**src/rtl/wb_cmd_bridge_pkg.sv**
```systemverilog
// Shared definitions for the byte-stream to Wishbone command bridge and the
// glitch register map it drives.
package wb_cmd_bridge_pkg;

  // Command byte layout: bit 7 selects write, low bits carry the address.
  localparam int unsigned CMD_WE_BIT = 7;

  // Response bytes returned for non-read completions.
  localparam logic [7:0] RESP_WR_OK   = 8'h00;
  localparam logic [7:0] RESP_TIMEOUT = 8'hEE;

  // Glitch register slave address map.
  localparam logic [3:0] REG_CTRL   = 4'h0;
  localparam logic [3:0] REG_WIDTH  = 4'h1;
  localparam logic [3:0] REG_DELAY0 = 4'h2;
  localparam logic [3:0] REG_DELAY1 = 4'h3;

  typedef enum logic [1:0] {
    ST_IDLE     = 2'd0,
    ST_GET_DATA = 2'd1,
    ST_WB_REQ   = 2'd2,
    ST_TX_RESP  = 2'd3
  } state_t;

endpackage

```
**src/rtl/wb_cmd_bridge.sv**
```systemverilog
// Byte-stream to Wishbone master bridge. Each command byte (plus one data
// byte for writes) becomes a single Wishbone cycle; one response byte is
// returned per command.
// Optional feature: define WB_CMD_TIMEOUT_EN to abort an unacknowledged
// cycle after TIMEOUT_CYCLES clocks (sets err_o, responds 0xEE).
module wb_cmd_bridge
  import wb_cmd_bridge_pkg::*;
#(
  parameter int unsigned ADDR_W         = 4,
  parameter int unsigned DATA_W         = 8,
  parameter int unsigned TIMEOUT_CYCLES = 255
) (
  input  logic              clk_i,
  input  logic              rst_i,
  input  logic [DATA_W-1:0] rx_data_i,
  input  logic              rx_valid_i,
  output logic [DATA_W-1:0] tx_data_o,
  output logic              tx_valid_o,
  input  logic              tx_ready_i,
  output logic [ADDR_W-1:0] wb_adr_o,
  output logic [DATA_W-1:0] wb_dat_o,
  input  logic [DATA_W-1:0] wb_dat_i,
  output logic              wb_we_o,
  output logic              wb_stb_o,
  input  logic              wb_ack_i,
  output logic              busy_o,
  output logic              overrun_o,
  output logic              err_o
);

  state_t            r_state;
  logic              r_is_wr;
  logic [ADDR_W-1:0] r_adr;
  logic [DATA_W-1:0] r_dat;
  logic              r_we;
  logic              r_stb;
  logic [DATA_W-1:0] r_tx_data;
  logic              r_tx_valid;
  logic              r_overrun;
  logic              w_rx_drop;

  // Command bits between the address field and the write flag are don't-care.
  logic              w_unused_cmd;
  assign w_unused_cmd = ^rx_data_i[CMD_WE_BIT-1:ADDR_W];

`ifdef WB_CMD_TIMEOUT_EN
  localparam int unsigned CNT_W = $clog2(TIMEOUT_CYCLES + 1);
  logic [CNT_W-1:0] r_cnt;
  logic             r_err;
`else
  logic             w_unused_timeout;
  assign w_unused_timeout = (TIMEOUT_CYCLES == 0);
`endif

  // Bytes arriving while a cycle or response is outstanding are lost.
  assign w_rx_drop = rx_valid_i && ((r_state == ST_WB_REQ) || (r_state == ST_TX_RESP));

  // Command FSM with registered Wishbone and response outputs.
  always_ff @(posedge clk_i or posedge rst_i) begin
    if (rst_i) begin
      r_state    <= ST_IDLE;
      r_is_wr    <= 1'b0;
      r_adr      <= '0;
      r_dat      <= '0;
      r_we       <= 1'b0;
      r_stb      <= 1'b0;
      r_tx_data  <= '0;
      r_tx_valid <= 1'b0;
      r_overrun  <= 1'b0;
`ifdef WB_CMD_TIMEOUT_EN
      r_cnt      <= '0;
      r_err      <= 1'b0;
`endif
    end else begin
      if (w_rx_drop) begin
        r_overrun <= 1'b1;
      end
      case (r_state)
        ST_IDLE: begin
          if (rx_valid_i) begin
            r_adr   <= rx_data_i[ADDR_W-1:0];
            r_is_wr <= rx_data_i[CMD_WE_BIT];
            if (rx_data_i[CMD_WE_BIT]) begin
              r_state <= ST_GET_DATA;
            end else begin
              r_state <= ST_WB_REQ;
              r_stb   <= 1'b1;
              r_we    <= 1'b0;
`ifdef WB_CMD_TIMEOUT_EN
              r_cnt   <= '0;
`endif
            end
          end
        end
        ST_GET_DATA: begin
          if (rx_valid_i) begin
            r_dat   <= rx_data_i;
            r_state <= ST_WB_REQ;
            r_stb   <= 1'b1;
            r_we    <= 1'b1;
`ifdef WB_CMD_TIMEOUT_EN
            r_cnt   <= '0;
`endif
          end
        end
        ST_WB_REQ: begin
          // Only the first ack counts; stb drops at this edge so re-acks land outside WB_REQ.
          if (wb_ack_i) begin
            r_stb      <= 1'b0;
            r_we       <= 1'b0;
            r_tx_data  <= r_is_wr ? RESP_WR_OK : wb_dat_i;
            r_tx_valid <= 1'b1;
            r_state    <= ST_TX_RESP;
          end
`ifdef WB_CMD_TIMEOUT_EN
          else if (r_cnt == CNT_W'(TIMEOUT_CYCLES - 1)) begin
            r_stb      <= 1'b0;
            r_we       <= 1'b0;
            r_err      <= 1'b1;
            r_tx_data  <= RESP_TIMEOUT;
            r_tx_valid <= 1'b1;
            r_state    <= ST_TX_RESP;
          end else begin
            r_cnt <= r_cnt + CNT_W'(1);
          end
`endif
        end
        ST_TX_RESP: begin
          if (tx_ready_i) begin
            r_tx_valid <= 1'b0;
            r_state    <= ST_IDLE;
          end
        end
        default: r_state <= ST_IDLE;
      endcase
    end
  end

  assign wb_adr_o   = r_adr;
  assign wb_dat_o   = r_dat;
  assign wb_we_o    = r_we;
  assign wb_stb_o   = r_stb;
  assign tx_data_o  = r_tx_data;
  assign tx_valid_o = r_tx_valid;
  assign busy_o     = (r_state != ST_IDLE);
  assign overrun_o  = r_overrun;
`ifdef WB_CMD_TIMEOUT_EN
  assign err_o      = r_err;
`else
  assign err_o      = 1'b0;
`endif

endmodule

```
**config.mk**
```make
export PLATFORM = sky130hd
export DESIGN_NAME = wb_cmd_bridge
export DESIGN_NICKNAME = d
export VERILOG_FILES = /design/src/rtl/wb_cmd_bridge_pkg.sv /design/src/rtl/wb_cmd_bridge.sv
export SDC_FILE = /design/constraint.sdc
export NUM_CORES = 1
export LEC_CHECK = 0
export ABC_AREA = 1
export BUFFER_PORTS_ARGS = -buffer_cell sky130_fd_sc_hd__buf_2
export CAP_MARGIN = 20
export CORE_MARGIN = 10
export CORE_UTILIZATION = 30
export CTS_CLUSTER_SIZE = 25
export DETAILED_ROUTE_END_ITERATION = 6
export PLACE_DENSITY = 0.63
export SLEW_MARGIN = 25
export SYNTH_ARGS = -nofsm -noshare
export SYNTH_HDL_FRONTEND = slang
export SYNTH_SLANG_ARGS = --single-unit
```
**constraint.sdc**
```tcl
create_clock -name clk_i -period 3.4 [get_ports clk_i]
set_input_delay 0.17 -clock clk_i [delete_from_list [all_inputs] [get_ports clk_i]]
set_output_delay 0.17 -clock clk_i [all_outputs]
set_load 0.05 [all_outputs]
```
==> impl_metrics.yaml, run 1 <==
status:
  status: "finished, final reports clean"
cts:
  htree_levels: 1
  cts-root-buf: "clkbuf_8"
  clock_path_buffers: 2
  postCtsSetupRepairBufs: 0
  cts_tree: "yes"
  insertion_delay_ns: 0.27
  cts_resized: 0
  cts_buffers: 3
  clkSinkCount: 27
  clkSlewWorstSetupHoldPaths_ns: 0.09
global_route:
  grtUsageMet3: 0.02995
  first_global_vias: 1081
  grtUsageTotal: 0.08238
  grt-ovfl-total: 0
  use_met2: 0.1311
  grt_pass1_wl_um: 5009
  grt.busiest_layer: "met2"
  use_met1: 0.1021
  antenna_found_initial: 0
  grt_max_degree: 28
floorplanning:
  design.core.area_um2: 4000
  fp.dieH_um: 84.49
  row_count: 23
  die_w_um: 84.49
  ios: 47
  start_util: 0.3119
  design.die.area_um2: 7138
setup_path:
  worst_r2r_path_depth: 4
  crit_arrival_ns: 1.41
  start_kind: "flip-flop"
  critPathRequiredTime_ns: 3.23
  cp_max_fo: 5
  crit_path_end_kind: "output port"
  rrSetupSlack_ns: 1.90
  path_class: "reg2out"
layout:
  fillers: 410
  fin_cells: 230
  nets: 208
  area_delta_synth_final_pct: 25.38
  drive_gt1_frac: 0.3389
  n_antenna_cell: 0
  final_cell_area_um2: 1564
synthesis:
  synth_area_leaders: "dfrtp_1 54%, nand2_1 14%, ha_1 6.0%"
  yosys_warnings: 0
  yosysTopAreaCellShare: 0.5416
  synthMostInstantiatedCell: "nand2_1"
  dominantRegCellSynth: "dfrtp_1"
  synth-seq-cells: 27
  synth_seq_area_share: 0.5416
  ys_types: 20
  yosysTopAreaCell: "dfrtp_1"
  synth_edf_count: 0
  synth_common_cells: "46 x nand2_1, 27 x dfrtp_1, 15 x inv_1, 12 x o21ai_0, 6 x ha_1"
  ys_async_sr_fraction: 1.000
  postSynthAreaPerCell_um2: 9.379
  synth_nets: 160
  syn_inst: 133
  syn_area_um2: 1247
detailed_routing:
  dr_total_vias: 971
  vias_per_cell: 4.222
  drt-pass1-iter-count: 4
  drtAntennaViolNets: 0
  drt_iter0_markers: 47
  wl_per_cell_um: 12.82
  drcViolationCount: 0
  wl_um: 2949
sta:
  final.period_utilization: 0.4633
  finalCriticalPeriod_ns: 1.575
  finalHoldViolations: 0
  tightest_slew_ns: 0.5677
  finClkSkew_ns: 0.001859
  tns_ns: 0
  max_slew_margin: 0.6210
  maxSlewViolCount: 0
  maxClockFrequency_mhz: 634.8
  rsz0062_at_grt: "no"
  setup_viol: 0
placed_design:
  dpl.cell_count: 225
  finalWeightedCongestion: 0.8007
  placed_area_um2: 1509
  post-dp-hpwl_um: 2299
  portBuffers: 45
worst_hold_path:
  holdPathStages: 2
  hold_class: "in2reg"
job:
  drv_cap: 0
## final timing paths
path,end,from
min in group asynchronous,wb_adr_o[3],rst_i
min reg2reg,wb_stb_o,wb_stb_o
max in group asynchronous,wb_stb_o,rst_i
max reg2reg,wb_dat_o[5],r_state[1]
min,wb_dat_o[4],rx_data_i[4]
max,busy_o,r_state[0]
## through the flow
stage          hold slack, ns  setup WS, ns    util
2_1_floorplan          0.2227         2.114       -
3_3_place_gp           0.4057         1.955  0.3772
3_5_place_dp           0.4060         1.900  0.3772
4_1_cts                0.1205         1.812  0.3885
5_1_grt                0.1202         1.701  0.3910
6_report               0.1263         1.825  0.3910
## sequential cells by signal, summed over array words and instances (netlist names)
| register | cells |
|---|---|
| overrun_o | 1 |
| r_is_wr | 1 |
| r_state | 2 |
| tx_data_o | 8 |
| tx_valid_o | 1 |
| wb_adr_o | 4 |
| wb_dat_o | 8 |
| wb_stb_o | 1 |
| wb_we_o | 1 |
## worst max-delay path, stage by stage, from the launching register on
cell and delay, ns:
dfrtp_1 0.42, inv_1 0.11, ha_1 0.28, inv_1 0.07, buf_2 0.25
## cell usage in the layout, fill, tap and decap left out
cell type / n
nand2_1: 46
buf_2: 45
dfrtp_1: 27
inv_1: 14
o21ai_0: 12
ha_1: 6
o21ai_2: 5
nor2_1: 3
mux2_4: 3
clkbuf_8: 3
nand2_2: 2
o21ai_1: 2
nand3_1: 2
nand4_1: 2
o21bai_2: 1
o21a_1: 1
inv_2: 1
a21o_2: 1
a21oi_1: 1
conb_1: 1
clkbuf_1: 1
dlygate4sd3_1: 1
## routing by layer
metal / vias up / share of wire
met2: 32 / 0.44
met4: 0 / 0.0085
li1: 513 / -
met1: 422 / 0.48
met3: 4 / 0.072
met5: - / 0
## kinds of logic (layout without fill, tap and decap cells)
kind of cell	Yosys count	count (layout)	synth area share
simple gates	55	55	0.1755
mux	3	3	0.03611
fa+ha+maj	6	6	0.06018
buf+inv	18	65	0.06619
other cells	1	1	0.003006
compound gates	23	23	0.1174
flops	27	27	0.5416
## area by class of cell
type                       instances  area, um2  area share
clock buffer                       4      45.04     0.02880
tap                               50      62.56     0.04000
sequential                        27      675.6      0.4320
inverter                          15      56.30     0.03600
multi-input combinational         88      489.2      0.3128
timing repair buffer              46      235.2      0.1504
## what timing repair did
| action | CTS | global route |
|---|---|---|
| setup endpoints to repair | 0 | 0 |
| hold buffers | 0 | 1 |
| hold endpoints to repair | 0 | 27 |
Power of run 1 is left out: the tool's default activity adds up to more than one toggle a clock period on the data nets, which glitch-free logic cannot reach.
==> run 2, diff against run 1 <==
Settings changed: PLACE_DENSITY 0.63 to 0.65.
Clock period 3.4 ns to 1.36 ns, I/O delays scaled along.
==> run 2 against run 1 <==
  * Critical path depth is 2 higher
  * Routed wire length shrank 0.24%
  * Setup slack lost 1.8 ns
  * Final cell count grew 2.2%
  * Global-route usage fell by 0.16 points
  * Flip-flop and latch count stayed put
  * Design area rose by 4.1%
  * Sequential share of layout area decreased by 1.7 points
  * Hold slack worse by 0.097 ns
  * Clock-buffer cell count unchanged
  * Via count up 2.8%
  * Critical path type is now reg2reg
==> impl_metrics.yaml, run 2 (synthesis gave the netlist of run 1 again) <==
layout:
  final_common_cell: "nand2_1"
  drive_gt1_frac: 0.3946
  nets: 213
  area_delta_synth_final_pct: 30.49
  final_cell_area_um2: 1628
  fillers: 411
  n_antenna_cell: 0
  layout_common_cells: "46 x nand2_1, 44 x buf_2, 27 x dfrtp_1, 12 x inv_1, 12 x o21ai_0"
setup_path:
  crit_path_top_delay_cell: "dfrtp_1"
  r2r_end: "wb_dat_o[7]"
  cp-endpoint: "wb_dat_o[7]"
  path_class: "reg2reg"
  crit_arrival_ns: 1.46
  cp_max_fo: 10
  critPathRequiredTime_ns: 1.52
  worst_r2r_path_depth: 6
  crit_path_end_kind: "flip-flop"
  path_cells: "inv_2, ha_2, nand2_2, buf_4, nand2_1, o21ai_2"
  rrSetupSlack_ns: 0.06
  r2r_start: "r_state[1]"
  max_stage_delay_ns: 0.42
  start_kind: "flip-flop"
  startpoint: "r_state[1]"
placed_design:
  post-dp-hpwl_um: 2278
  placed_area_um2: 1546
  finalWeightedCongestion: 0.7752
  portBuffers: 45
  pre_cts_ws_ns: 0.001290
floorplanning:
  design.core.area_um2: 4000
  start_util: 0.3119
  design.die.area_um2: 7138
  ios: 47
  row_count: 23
  fp.dieH_um: 84.49
  die_w_um: 84.49
cts:
  htree_levels: 1
  cts_buffers: 3
  clock_path_buffers: 2
  postCtsSetupRepairBufs: 0
  clkSlewWorstSetupHoldPaths_ns: 0.09
  cts_tree: "yes"
  clkSinkCount: 27
  cts-root-buf: "clkbuf_8"
  insertion_delay_ns: 0.26
global_route:
  grt_max_degree: 20
  grtUsageTotal: 0.08075
  grt_pass1_wl_um: 4961
  first_global_vias: 1060
  grt-ovfl-total: 0
  antenna_found_initial: 0
sta:
  tns_ns: 0
  final.period_utilization: 0.9537
  maxClockFrequency_mhz: 771.0
  maxSlewViolCount: 0
  setup_viol: 0
  finClkSkew_ns: 0.002565
  setup_slack_ns: 0.06293
  finalHoldViolations: 0
  finalCriticalPeriod_ns: 1.297
  rsz0062_at_grt: "yes"
detailed_routing:
  wl_met2_um: 1373
  dr.max_layer_used: "met4"
  vias_per_cell: 4.247
  m1WireLength_um: 1293
  route.met3.wl_um: 259
  drt-pass1-iter-count: 4
  wl_per_cell_um: 12.52
  drcViolationCount: 0
  dr_total_vias: 998
  wl_um: 2942
  drtAntennaViolNets: 0
  drt_iter0_markers: 47
worst_hold_path:
  hold_class: "in2reg"
job:
  drv_cap: 0
status:
  status: "finished, final reports clean"
run 2: per-layer routing:
layer	track usage	vias up
li1	-	519
met1	0.09513	451
met2	0.1304	26
met3	0.03478	2
met4	0.02246	0
met5	0	-
run 2: cell type report:
class                   instances  area, um2  share of cell area
repair buffers                 51      275.3              0.1691
clock buffers                   4      45.04             0.02767
multi-input cells              88      513.0              0.3151
inverters                      15      56.30             0.03459
well taps                      50      62.56             0.03843
flip-flops and latches         27      675.6              0.4151
run 2: repair_timing:
item / 4_1_cts / 5_1_grt
hold buffers: 1 / 0
endpoints found under the setup margin: 3 / 21
resized for setup: 2 / 8
endpoints found under the hold margin: 8 / 0
run 2: how the worst min path moves through the flow:
| stage | start | to | slack [ns] | cells after the start |
|---|---|---|---|---|
| detailed placement | rst_i | wb_adr_o[2] | 0.05 | 2 |
| global placement | rst_i | wb_adr_o[2] | 0.04 | 2 |
| CTS | rx_data_i[6] | wb_dat_o[6] | 0.02 | 2 |
| floorplan | rst_i | overrun_o | 0.12 | 1 |
| finish | rx_data_i[6] | wb_dat_o[6] | 0.03 | 2 |
| global route | rx_data_i[4] | wb_dat_o[4] | 0.02 | 2 |
run 2: critical path, delay by kind of cell, from the launching register on:
kind                     cells  cell delay, ns
AND/OR/NAND/NOR              2            0.19
AO/OA/AOI/OAI                1            0.05
adder cells (fa/ha/maj)      1            0.23
buffers and inverters        2            0.31
flip-flops                   1            0.42
run 2: through the flow:
step           cells  hold slack (ns)    util
6_report         235          0.02923  0.4069
5_1_grt          235          0.02009  0.4069
4_1_cts          235          0.02189  0.4016
3_5_place_dp     230          0.04834  0.3866
3_3_place_gp     230          0.03647  0.3866
2_1_floorplan    133           0.1207       -
Power of run 2 is left out for the same reason.
